$ cat src/rtl/sin_pkg.sv
// Shared types and constants for the sin_responder bus slave.
package sin_pkg;

  localparam logic [31:0] SIN_BASE_ADDR = 32'hA000_0000;

  typedef enum logic [1:0] {
    IDLE = 2'd0,
    WAIT = 2'd1,
    DONE = 2'd2
  } sin_state_t;

  typedef struct packed {
    logic        err;
    logic [31:0] rd_data;
  } sin_resp_t;

  // Window hit: upper 24 address bits match the base and the access is word aligned.
  function automatic logic sin_addr_hit(logic [23:0] addr_hi, logic [1:0] addr_lo,
                                        logic [23:0] base_hi);
    return (addr_hi == base_hi) && (addr_lo == 2'b00);
  endfunction

endpackage

$ cat src/rtl/sin_responder_if.sv
// Single-request bus between the sample master and the sin_responder slave.
interface sin_responder_if;

  logic        exec;
  logic        we;
  logic [31:0] si_address;
  logic [31:0] si_data;
  logic        fin;
  logic [31:0] rd_data;
  logic        err;

  modport master (
    output exec, we, si_address, si_data,
    input  fin, rd_data, err
  );

  modport slave (
    input  exec, we, si_address, si_data,
    output fin, rd_data, err
  );

endinterface

$ cat src/rtl/sin_wordmem.sv
// Single-port word buffer: synchronous write, registered read, array not reset.
module sin_wordmem #(
  parameter int unsigned Depth = 64,
  parameter int unsigned AddrW = $clog2(Depth)
) (
  input  logic             clk_i,
  input  logic             we_i,
  input  logic             re_i,
  input  logic [AddrW-1:0] addr_i,
  input  logic [31:0]      wdata_i,
  output logic [31:0]      rdata_o
);

  logic [31:0] mem_q [Depth];
  logic [31:0] rdata_q;

  // Write on we_i; read data only moves on re_i so it stays stable between reads.
  always_ff @(posedge clk_i) begin
    if (we_i) mem_q[addr_i] <= wdata_i;
    if (re_i) rdata_q <= mem_q[addr_i];
  end

  assign rdata_o = rdata_q;

endmodule

$ cat src/rtl/sin_responder.sv
// Slave responder: accepts one request at a time, decodes a word window, stores
// writes into a local buffer, returns read data with a fixed-latency fin pulse and
// tracks how many words have been captured toward a full frame.
module sin_responder
  import sin_pkg::*;
#(
  parameter logic [31:0] BASE_ADDR   = SIN_BASE_ADDR,
  parameter int unsigned DEPTH_WORDS = 64,
  parameter int unsigned FIN_LATENCY = 1
) (
  input  logic                               clk,
  input  logic                               reset,
  sin_responder_if.slave                     bus,
  input  logic                               clr,
  output logic [$clog2(DEPTH_WORDS+1)-1:0]   words_written,
  output logic                               frame_full,
  output logic                               frame_done
);

  localparam int unsigned IdxW = $clog2(DEPTH_WORDS);
  localparam int unsigned CntW = $clog2(DEPTH_WORDS + 1);
  localparam logic [CntW-1:0] CntFull    = CntW'(DEPTH_WORDS);
  localparam logic [CntW-1:0] CntFullM1  = CntW'(DEPTH_WORDS - 1);
  localparam logic [3:0]      LatInit    = 4'(FIN_LATENCY - 1);

  sin_state_t      state_q, state_d;
  logic [3:0]      lat_q, lat_d;
  logic [CntW-1:0] count_q, count_d;
  logic            frame_full_q, frame_full_d;
  logic            frame_done_q, frame_done_d;
  logic            fin_q;
  logic            err_q;
  logic            rd_valid_q;

  logic            accept;
  logic            hit;
  logic            wr_hit;
  logic            rd_hit;
  logic [31:0]     mem_rdata;
  sin_resp_t       resp;

  assign accept = (state_q == IDLE) && bus.exec;
  assign hit    = sin_addr_hit(bus.si_address[31:8], bus.si_address[1:0], BASE_ADDR[31:8]);
  assign wr_hit = accept && bus.we && hit;
  assign rd_hit = accept && !bus.we && hit;

  sin_wordmem #(
    .Depth (DEPTH_WORDS),
    .AddrW (IdxW)
  ) u_wordmem (
    .clk_i   (clk),
    .we_i    (wr_hit),
    .re_i    (rd_hit),
    .addr_i  (bus.si_address[IdxW+1:2]),
    .wdata_i (bus.si_data),
    .rdata_o (mem_rdata)
  );

  // Request FSM: the latency counter ends WAIT on the cycle its next value would be zero.
  always_comb begin
    state_d = state_q;
    lat_d   = lat_q;
    unique case (state_q)
      IDLE: begin
        if (accept) begin
          lat_d   = LatInit;
          state_d = (FIN_LATENCY == 1) ? DONE : WAIT;
        end
      end
      WAIT: begin
        lat_d = lat_q - 4'd1;
        if (lat_q == 4'd1) state_d = DONE;
      end
      DONE:    state_d = IDLE;
      default: state_d = IDLE;
    endcase
  end

  // Frame counter: clr overrides a coincident write hit, so no frame_done then.
  always_comb begin
    count_d = count_q;
    if (clr) begin
      count_d = '0;
    end else if (wr_hit && (count_q != CntFull)) begin
      count_d = count_q + 1'b1;
    end
    frame_full_d = (count_d == CntFull);
    frame_done_d = !clr && wr_hit && (count_q == CntFullM1);
  end

  // State, counters and response registers.
  always_ff @(posedge clk or posedge reset) begin
    if (reset) begin
      state_q      <= IDLE;
      lat_q        <= '0;
      count_q      <= '0;
      frame_full_q <= 1'b0;
      frame_done_q <= 1'b0;
      fin_q        <= 1'b0;
      err_q        <= 1'b0;
      rd_valid_q   <= 1'b0;
    end else begin
      state_q      <= state_d;
      lat_q        <= lat_d;
      count_q      <= count_d;
      frame_full_q <= frame_full_d;
      frame_done_q <= frame_done_d;
      // fin follows DONE by one edge so it lands FIN_LATENCY edges after acceptance.
      fin_q        <= (state_q == DONE);
      if (accept) begin
        err_q      <= !hit;
        rd_valid_q <= rd_hit;
      end
    end
  end

  // Read data is only exposed for a read hit; misses and writes return zero.
  always_comb begin
    resp.err     = err_q;
    resp.rd_data = rd_valid_q ? mem_rdata : 32'h0;
  end

  assign bus.fin       = fin_q;
  assign bus.err       = resp.err;
  assign bus.rd_data   = resp.rd_data;
  assign words_written = count_q;
  assign frame_full    = frame_full_q;
  assign frame_done    = frame_done_q;

endmodule

$ cat src/flat_wrapper.sv
// flat-port wrapper written by rule: the top's interface ports become plain ports
module sin_responder_flat import sin_pkg::*;
#(
  parameter logic [31:0] BASE_ADDR   = SIN_BASE_ADDR,
  parameter int unsigned DEPTH_WORDS = 64,
  parameter int unsigned FIN_LATENCY = 1
)
  (clk, reset, clr, words_written, frame_full, frame_done, bus_exec, bus_we, bus_si_address, bus_si_data, bus_fin, bus_rd_data, bus_err);
  sin_responder_if bus_i ();
  input  logic clk;
  input  logic reset;
  input  logic clr;
  output logic [$clog2(DEPTH_WORDS+1)-1:0] words_written;
  output logic frame_full;
  output logic frame_done;
  input wire logic [$bits(bus_i.exec)-1:0] bus_exec;
  input wire logic [$bits(bus_i.we)-1:0] bus_we;
  input wire logic [$bits(bus_i.si_address)-1:0] bus_si_address;
  input wire logic [$bits(bus_i.si_data)-1:0] bus_si_data;
  output wire logic [$bits(bus_i.fin)-1:0] bus_fin;
  output wire logic [$bits(bus_i.rd_data)-1:0] bus_rd_data;
  output wire logic [$bits(bus_i.err)-1:0] bus_err;
  assign bus_i.exec = bus_exec;
  assign bus_i.we = bus_we;
  assign bus_i.si_address = bus_si_address;
  assign bus_i.si_data = bus_si_data;
  assign bus_fin = bus_i.fin;
  assign bus_rd_data = bus_i.rd_data;
  assign bus_err = bus_i.err;
  sin_responder #(.BASE_ADDR(BASE_ADDR), .DEPTH_WORDS(DEPTH_WORDS), .FIN_LATENCY(FIN_LATENCY)) u_core (.clk(clk), .reset(reset), .bus(bus_i), .clr(clr), .words_written(words_written), .frame_full(frame_full), .frame_done(frame_done));
endmodule
$ cat config.mk
export PLATFORM = sky130hd
export DESIGN_NAME = sin_responder_flat
export DESIGN_NICKNAME = d
export VERILOG_FILES = /design/src/rtl/sin_pkg.sv /design/src/rtl/sin_responder_if.sv /design/src/rtl/sin_wordmem.sv /design/src/rtl/sin_responder.sv /design/src/flat_wrapper.sv
export SDC_FILE = /design/constraint.sdc
export NUM_CORES = 2
export LEC_CHECK = 0
export ABC_AREA = 0
export CORE_MARGIN = 8
export CORE_UTILIZATION = 60
export CTS_CLUSTER_SIZE = 24
export DETAILED_ROUTE_END_ITERATION = 8
export PLACE_DENSITY = 0.85
export SYNTH_ARGS = -nofsm -noshare
export SYNTH_HDL_FRONTEND = slang
export SYNTH_HIERARCHICAL = 1
export SYNTH_SLANG_ARGS = --single-unit
$ cat constraint.sdc
create_clock -name clk -period 5.15 [get_ports clk]
set_clock_uncertainty 0.15 [all_clocks]
set_input_delay 1.03 -clock clk [delete_from_list [all_inputs] [get_ports clk]]
set_output_delay 1.03 -clock clk [all_outputs]
set_load 0.01 [all_outputs]
==> results.toml <==
[sta]
fmax_ghz = 0.229
rsz0062_at_grt = "no"
min_period_over_period_pct = 84.6
tightest_slew_ns = 1.34
setup_tns_ns = 0
finalSetupViolations = 0
relSlewSlack_pct = 8.63
hold_violations = 0
drv_slew = 0
fin_ws_ns = 0.792
post-route-min-period_ns = 4.36

[detailed_routing]
vias = 47400
post-route-drc-count = 0
drt_iter0_drc = 8439
ant_nets = 0
routed_via_density = 7.23
routed_wl_mm = 225
post_drt_wl_per_cell_um = 34.4
first_pass_iters = 9

[global_routing]
gr-total-overflow = 0
antenna_found_initial = 17
grt_start_max_net_pins = 104
grt_pass1_wl_mm = 323
grtUsageTotal_pct = 30.1
grt_pass1_vias = 46900

[synthesis]
synth_edf_count = 2080
syn_area_um2 = 80300
ys_seq_area_share_pct = 78.2
synth.area.mux_share_pct = 8.02
synth_top_family_by_area = "compound AO/OA/AOI/OAI gates"
yosysTopAreaCell = "edfxtp_1"
synthXorXnorAreaFrac_pct = 0.0654
ys.flop_type = "edfxtp_1"
synthSimpleGateAreaFrac_pct = 3.46
synth_seq_cells = 2093
synth_nets = 4433
ys.warnings.count = 6
synth_top_area_share_pct = 77.8
async_reset_ff_share_pct = 0.621
synth_cell_types = 70
synthCells = 4362
yosys.area_share.adder_pct = 0.0312
syn_area_per_cell_um2 = 18.4
synth_compound_area_share_pct = 8.55
synth_area_leaders = "edfxtp_1 78%, mux2i_1 3.3%, mux4_2 2.7%, mux2_2 2.1%, a221oi_1 1.9%"

[setup_path]
timing_worst_setup_path_type = "primary input to flop"
path_buf_inv = 5
path_max_fanout = 57
endpoint_kind = "flop"
cpMaxStageDelayCell = "a2111oi_0"
r2r_slack_ns = 1.83
cp_top_family = "buffers and inverters"
cp.arrival_ns = 4.77
crit_top_cell = "buf_4"
slowest_delay_ns = 1.11
crit_chain = "buf_8 > buf_12 > nor2b_2 > buf_4 > and3_1 > nor4_1 > a31oi_1 > buf_4 > a2111oi_0 > buf_4 > nand3_1"
worst_ep_required_time_ns = 5.56
start_kind = "primary input"

[run]
cap_violations = 0

[floorplanning]
die_x_um = 382
rows = 134
coreArea_um2 = 133000
ioPinCount = 112
die_y_um = 382
initial_core_util_pct = 60.3
die_area_um2 = 146000

[pwr]
p_leak_nw = 29.5
p_int_mw = 27.1
seqPwrFrac_pct = 54.3
vdd_ir_drop_max_mv = 0.519
powerDensity_nw_per_um2 = 377
netSwitchingFraction_pct = 21.4
clkPwrFrac_pct = 40.6
combPwrFrac_pct = 5.1
p_sw_mw = 7.37

[finish]
design_area_um2 = 91400
syn_to_final_growth_pct = 13.9
final_common_cell = "edfxtp_1"
drive_gt1_share_pct = 18.8
fin_util_pct = 68.7
finalNonFillerCells = 6558
fin_nets = 4702
mostFrequentLayoutCells = "2,080 x edfxtp_1, 262 x mux2i_1, 214 x buf_4"

[run_status]
status = "finished, final reports clean"

[clocking]
clkTransAtPathRegs_ns = 0.06
cts_hold_buf = 0
cts_sinks = 2093
cts_made_buffers = 195
clockBufferDepth = 3
clockRootBuffer = "clkbuf_16"
post_cts_resized = 0
clk_latency_ns = 0.85
postCtsSetupBuffers = 0
h-tree-depth = 4
cts_tree = "yes"

[min_path]
hp-class = "flop to flop"

[placed_design]
dp.cells = 6202
io_buffers = 111
dpl-instance-area_um2 = 85300
routabilityCongestion = 0.915
dp_hpwl_mm = 128
preCtsSetupSlack_ns = 0.154
-- registers in the layout, indices dropped and copies added, names as in the netlist --
register and flops:
u_core/words_written 7, u_core/u_wordmem/rdata_o 32, u_core/frame_full 1, u_core/rd_valid_q 1
u_core/u_wordmem/mem_q 2048, u_core/frame_done 1, u_core/bus.fin 1, u_core/state_q 1
u_core/bus.err 1
-- Yosys cell counts, types with 4 or more instances --
cell type and instances:
edfxtp_1 2080, mux2i_1 262, a22oi_1 188, a221oi_1 175
clkbuf_1 172, nor2_1 159, mux2_2 147, a21oi_1 121
mux4_2 96, o22ai_1 94, and3_1 88, o21ai_0 85
buf_2 83, o22a_1 71, a22o_1 66, nand3_1 59
a31oi_1 43, and2_1 39, buf_1 33, nand2_1 30
nor3_1 23, nor4_1 22, nand2b_1 18, a211oi_1 17
a222oi_1 16, a2111oi_0 15, a221o_1 15, o2bb2ai_1 15
or4_1 15, or4b_1 14, dfrtp_1 13, buf_4 8
nor2b_1 8, nand4_1 7, inv_1 6, o221ai_1 6
or3_1 6, nor4b_1 4
-- logic make-up (layout without fill, tap and decap cells) --
logic type,count (synthesis),in the layout
mux,505,505
xor+xnor,6,6
flops,2093,2093
fa+ha+maj,2,2
simple gates,510,510
buf+inv,309,733
compound gates,937,937
other cells,0,4
-- power groups by stage --
stage	registers (mW)	logic, mW	clock network, mW
2_1_floorplan	19.1	0.843	0
3_3_place_gp	19.1	1.61	0
3_5_place_dp	19.1	1.67	0
4_1_cts	18.7	1.70	14.0
5_1_grt	18.7	1.79	14.6
6_report	18.7	1.75	14.0
-- per-layer routing --
metal	global-route usage, %	share of wire, %	vias up
li1	-	-	18600
met1	38.4	32	23300
met2	47.1	46	4546
met3	7.75	14	926
met4	17.3	7.4	14
met5	0	0.039	-
-- worst register-to-register path, delay by kind of cell (launching register included) --
kind	cells	cell delay, ns
buf+inv	1	0.27
simple gates	2	0.21
flops	1	0.40
compound gates	1	1.07
mux	2	0.95
-- layout make-up --
class,count,area (um2)
antenna,4,10.0
clock buffer,240,5110
clock inverter,112,986
fill,7557,41700
inverter,7,33.8
multi-input combinational,1960,16800
sequential,2093,62800
tap,1768,2210
timing repair buffer,374,3550
-- through the flow --
step	hold WS, ns	power (mW)
final	0.294	34.5
after global routing	0.327	35.2
after CTS	0.292	34.4
after detailed placement	0.280	20.8
after global placement	0.278	20.7
after floorplan	0.257	19.9
-- path summary, 6_finish.rpt --
path / from / to / cells past startpoint
worst max-delay path: bus_si_address[2] / u_core/u_wordmem/rdata_o[26] / 11
worst min-delay path: u_core/state_q[1] / u_core/bus.fin / 0
worst max register to register: u_core/u_wordmem/mem_q[53][26] / u_core/u_wordmem/rdata_o[26] / 6
worst min register to register: u_core/state_q[1] / u_core/bus.fin / 0
max in group asynchronous: reset / u_core/words_written[0] / 2
min in group asynchronous: reset / u_core/words_written[1] / 2
(Power assumes the default switching activity.)
